<file path="src/rtl/core_lock_client.sv">
// Lock client: requests a shared resource from a two-core arbiter,
// performs a burst of beats while granted and releases with a req gap.
module core_lock_client #(
  parameter int LEN_W    = 8,
  parameter int WAIT_MAX = 255,
  parameter int GAP      = 2
) (
  input  logic             clk,
  input  logic             rst,
  input  logic             start,
  input  logic [LEN_W-1:0] len,
  input  logic             grant,
  output logic             req,
  output logic             acc_en,
  output logic [LEN_W-1:0] beat_cnt,
  output logic             busy,
  output logic             done,
  output logic             timeout
);

  typedef enum logic [1:0] {
    S_IDLE,
    S_REQ,
    S_ACCESS,
    S_RELEASE
  } state_t;

  localparam logic [15:0] WAIT_LAST = 16'(WAIT_MAX - 1);
  localparam logic [15:0] GAP_LAST  = 16'(GAP - 1);

  state_t           state, state_n;
  logic [LEN_W-1:0] len_q, len_n, beat_n;
  logic [15:0]      wait_q, wait_n;
  logic [15:0]      gap_q, gap_n;
  logic             done_n, timeout_n, req_n;

  always_ff @(posedge clk or posedge rst) begin
    if (rst) begin
      state    <= S_IDLE;
      len_q    <= '0;
      beat_cnt <= '0;
      wait_q   <= '0;
      gap_q    <= '0;
      done     <= 1'b0;
      timeout  <= 1'b0;
      req      <= 1'b0;
    end else begin
      state    <= state_n;
      len_q    <= len_n;
      beat_cnt <= beat_n;
      wait_q   <= wait_n;
      gap_q    <= gap_n;
      done     <= done_n;
      timeout  <= timeout_n;
      req      <= req_n;
    end
  end

  always_comb begin
    state_n   = state;
    len_n     = len_q;
    beat_n    = beat_cnt;
    wait_n    = wait_q;
    gap_n     = gap_q;
    done_n    = 1'b0;
    timeout_n = 1'b0;
    unique case (state)
      S_IDLE: begin
        if (start) begin
          if (len == '0) begin
            done_n = 1'b1;
          end else begin
            state_n = S_REQ;
            len_n   = len;
            beat_n  = '0;
            wait_n  = '0;
          end
        end
      end
      S_REQ: begin
        if (grant) begin
          state_n = S_ACCESS;
        end else begin
          wait_n = wait_q + 16'd1;
          if (wait_q == WAIT_LAST) begin
            state_n   = S_RELEASE;
            gap_n     = '0;
            timeout_n = 1'b1;
          end
        end
      end
      S_ACCESS: begin
        if (grant) begin
          beat_n = beat_cnt + 1'b1;
          if (beat_cnt == len_q - 1'b1) begin
            state_n = S_RELEASE;
            gap_n   = '0;
            done_n  = 1'b1;
          end
        end else begin
          // lock lost: re-arbitrate, keep progress
          state_n = S_REQ;
          wait_n  = '0;
        end
      end
      S_RELEASE: begin
        if (gap_q == GAP_LAST) state_n = S_IDLE;
        else gap_n = gap_q + 16'd1;
      end
      default: state_n = S_IDLE;
    endcase
    req_n = (state_n == S_REQ) || (state_n == S_ACCESS);
  end

  assign acc_en = (state == S_ACCESS) && grant;
  assign busy   = (state != S_IDLE);

endmodule

</file>
<file path="config.mk">
export PLATFORM = sky130hd
export DESIGN_NAME = core_lock_client
export DESIGN_NICKNAME = d
export VERILOG_FILES = /design/src/rtl/core_lock_client.sv
export SDC_FILE = /design/constraint.sdc
export NUM_CORES = 1
export LEC_CHECK = 0
export ABC_AREA = 1
export BUFFER_PORTS_ARGS = -buffer_cell sky130_fd_sc_hd__buf_2
export CAP_MARGIN = 20
export CORE_UTILIZATION = 40
export DETAILED_ROUTE_END_ITERATION = 7
export GPL_ROUTABILITY_DRIVEN = 1
export GPL_TIMING_DRIVEN = 0
export PLACE_DENSITY_LB_ADDON = 0.1
export SLEW_MARGIN = 20
export SYNTH_ARGS = -nofsm -noshare
export SYNTH_HDL_FRONTEND = slang
export SYNTH_SLANG_ARGS = --single-unit
</file>
<file path="constraint.sdc">
create_clock -name clk -period 5.56 [get_ports clk]
set_input_delay 1.668 -clock clk [delete_from_list [all_inputs] [get_ports clk]]
set_output_delay 1.668 -clock clk [all_outputs]
set_load 0.05 [all_outputs]
</file>
**Word level (Yosys, flattened, before mapping)**

Cells that the tools add are included.

- Add/sub/neg operators: 4
- Equal/unequal tests: 16
- Muxes and demuxes: 31
- Bitwise operators: 1
- Reduce and logical (&&, ||, !) cells: 12

Operators by type and width:

| kind | count |
|---|---|
| $mux 16 | 9 |
| $pmux 16 s3 | 2 |
| $add 16x1->16 const B | 2 |
| $mux 8 | 3 |
| $eq 16x1->1 const B | 1 |
| $eq 16x8->1 const B | 1 |
| $ne 2x2->1 const B | 8 |
| $pmux 8 s2 | 1 |
| $mux 2 | 7 |
| $add 8x1->8 const B | 1 |
| $eq 8x8->1 | 1 |
| $logic_not 8->1 | 1 |
| $pmux 2 s4 | 1 |
| $sub 8x1->8 const B | 1 |
| $mux 1 | 7 |
| $eq 2x2->1 const B | 3 |
| $reduce_and 6->1 | 1 |
| $reduce_bool 3->1 | 2 |
| $reduce_and 5->1 | 1 |
| $eq 2x1->1 const B | 2 |
| $reduce_and 4->1 | 1 |
| $reduce_bool 2->1 | 2 |
| $reduce_and 3->1 | 1 |
| $logic_not 2->1 | 1 |
| other kinds (4) | 4 |

- Register bits: 53
- Bits of input ports: 12
- Output and inout port bits: 13

**Longest topological paths before layout**

- Depth after elaboration: 7
- Depth in mapped cells: 15
- Mapped depth without buffers: 14

**Least setup slack after synthesis**

No wires, ideal clock.

- Path type: in2out
- From: in grant
- To: out acc_en
- Arrival: 2,449 ps
- Data required time: 3,892 ps
- Path slack: 1,443 ps
- Stages: 2
- Path buffers: 0
- Cell sequence: inv_1 nor2_1

- Word-level cells in the longest chain between the ends: 1

Ends and longest elaborated chain:

| item | line | RTL |
|---|---|---|
| start, declared | 12 | `input logic grant,` |
| $logic_and 1x1->1 | 115 | `assign acc_en = (state == S_ACCESS) && grant;` |
| end, declared | 14 | `output logic acc_en,` |

No other way between the ends.

**Worst setup path after layout**

Ends and elaborated chain as after synthesis.

==> run metrics <==
Final Hold Viols 0; Non-Filler Cell Area, Final ~3700 um2; max-capacitance violation count 0; Post-CTS Setup Inserts 0; leakage ~1.8 nW; FP Rows 33; Final Slew Violations 0; CP Max Fanout 5; layout cells sized above 1 0.129; root buffer cell clkbuf_8; Relative slew margins 0.533; Design Power 1.42 mW; dpl hpwl roughly 6.1 mm; Register-to-Register Setup Slack ~3.6 ns; Port-buffer cells 24; worst r2r path cells 14; sequential element share of the synthesized area 0.393; Synth top area share 0.393; H-tree depth 2; latest clock arrival within the worst-skew pair 0.32 ns; count leader, synth nand2_1; Tmin final 4.07 ns; Setup Skew between 0.008 and 0.009 ns; HP Class reg -> reg; Total GRT Usage 0.204; worst r2r src len_q[0]$_DFFE_PP0P_; status finished, final reports clean; Area Growth Syn to Fin 10.4%; hold slack 0.497 ns; Setup TNS Final 0 ns; Worst setup EP type primary output; number of routed nets with antenna violations 0; Reg2Reg Capture Point gap_q[3]$_DFFE_PP0P_; Max VDD drop 271 uV; fmax between 0.2 and 0.25 GHz; largest cells by area after synthesis dfrtp_1, nand2_1, nand3_1; initial antenna violation count 0; fin nets between 500 and 600; pin count of the biggest net entering global routing 54; EDFF count, synth 0; CTS Hold Buffers Added 0; cts bufs inserted 5; WL final 8.11 mm; diode count 0; drt wl/cell about 13 um; clock-pin slew on the worst setup and hold paths ~0.10 ns; # resized after CTS 0; Syn Nets around 500; first-pass GRT wire length 14.2 mm; filler cell count 882; gpl congestion 0.869; residual DRC count 0; syn avg cell area roughly 7 um2; core area 8180 um2; CTS Buffer Depth 2; power per cell area approximately 380 nW/um2; Initial DRT Pass Iterations 4; slew at the pin closest to its max-slew limit about 0.69 ns; Yosys cell types 28; critical path type in -> out; Ys Warns 0; Initial Util 0.412; DP Area 3620 um2; Final Cycle Share 0.732; Post-synth ARST share 1.00; CTS tree done; register bit total from synthesis 53; Syn Std Cell Area about 3400 um2; Critical Path End acc_en; critical path launch point grant; initial DRC count roughly 150; die width ~94 um; total congestion overflow 0; Synth area leader dfrtp_1; vias in the first global route slightly above 3000; Critical Path AT 2.40 ns; cell count after placement a little over 600; via count about 3100; Main synth FF type dfrtp_1; RSZ-0062 raised after global routing no; Finished Layout Cells 617; Vias/cell ~5.1; synth cell count leaders nand2_1, inv_1, dfrtp_1; die area just under 9000 um2; final count of negative-setup-slack endpoints 0; total I/O pin count 25; die height approximately 94 um; Mapped Cells 480; CP required between 3 and 4 ns; clock sinks between 50 and 60; startpoint types primary input
[worst max-delay path, stage by stage]
cell and delay (ns):
buf_2 0.12, inv_1 0.10, nor2_1 0.21, buf_2 0.30
[per-layer routing]
layer,vias up,wire [um],part of all wire,GRT usage
li1,1620,-,-,-
met2,67,3690,0.45,0.330
met5,-,0,0,0
met1,1446,3950,0.49,0.276
met4,0,159,0.020,0.0654
met3,15,308,0.038,0.0356
[sequential cells by signal, indices dropped and copies added (netlist names)]
register and count:
done 1, timeout 1, wait_q 16, gap_q 16
state 2, req 1, len_q 8, beat_cnt 8
[power breakdown]
| part | internal [mW] | switching, mW |
|---|---|---|
| combinational | 0.188 | 0.468 |
| sequential | 0.449 | 0.0775 |
| clock | 0.101 | 0.135 |
| total | 0.738 | 0.680 |
[worst min-delay path by stage]
| stage | startpoint | end | slack (ns) | cells after the start |
|---|---|---|---|---|
| after floorplan | gap_q[15]$_DFFE_PP0P_ | gap_q[15]$_DFFE_PP0P_ | 0.45 | 2 |
| after detailed placement | gap_q[15]$_DFFE_PP0P_ | gap_q[15]$_DFFE_PP0P_ | 0.48 | 2 |
| after global placement | gap_q[15]$_DFFE_PP0P_ | gap_q[15]$_DFFE_PP0P_ | 0.47 | 2 |
| after CTS | gap_q[15]$_DFFE_PP0P_ | gap_q[15]$_DFFE_PP0P_ | 0.50 | 2 |
| final | gap_q[15]$_DFFE_PP0P_ | gap_q[15]$_DFFE_PP0P_ | 0.50 | 2 |
| after global routing | wait_q[3]$_DFFE_PP0P_ | wait_q[3]$_DFFE_PP0P_ | 0.54 | 1 |
[per-stage QoR]
stage	worst slack (ns)	util
floorplan	1.44	-
global placement	1.46	0.443
detailed placement	1.47	0.443
CTS	1.46	0.455
global route	1.41	0.455
finish	1.49	0.455
[cell families after synthesis]
kind of cell	Yosys count	share of synthesized area
DFF	53	0.393
adders and majority gates	6	0.0223
AOI/OAI and AO/OA	40	0.0650
buffers and inverters	69	0.0809
xor gates and xnor gates	14	0.0364
and+or+nand+nor	298	0.402
[cells in the final DEF (no fill, tap or decap)]
cell type,synthesis,routed
or2_2,3,3
or2_1,1,1
nand4_1,23,23
nor3_2,1,1
nand2_1,139,139
nor3_1,19,19
clkinv_4,0,1
o22ai_1,2,2
clkinv_2,0,1
ha_1,6,6
o32ai_1,1,1
nand2_4,2,2
nand3b_1,1,1
xor2_1,10,10
clkbuf_8,0,6
nand2_2,8,8
inv_4,0,1
nand3_1,46,46
nor2_1,44,44
inv_1,58,57
buf_6,1,1
xnor2_1,4,4
buf_2,5,29
dfrtp_1,53,53
o31ai_1,5,5
inv_2,5,5
nand3b_2,1,1
nor4_1,3,3
nor2_2,5,5
nor2_4,2,2
a21oi_1,6,6
o21ai_0,26,26
[area by class of cell]
class / instances / area (um2) / area share
Timing Repair Buffer: 24 / 120 / 0.0323
Tap cell: 105 / 131 / 0.0353
Multi-Input combinational cell: 358 / 1770 / 0.476
Sequential cell: 53 / 1330 / 0.356
Inverter: 63 / 239 / 0.0642
Buffer: 6 / 36.3 / 0.00975
Clock inverter: 2 / 13.8 / 0.00370
Clock buffer: 6 / 82.6 / 0.0222
No activity file was read; power rests on OpenSTA's default activity.
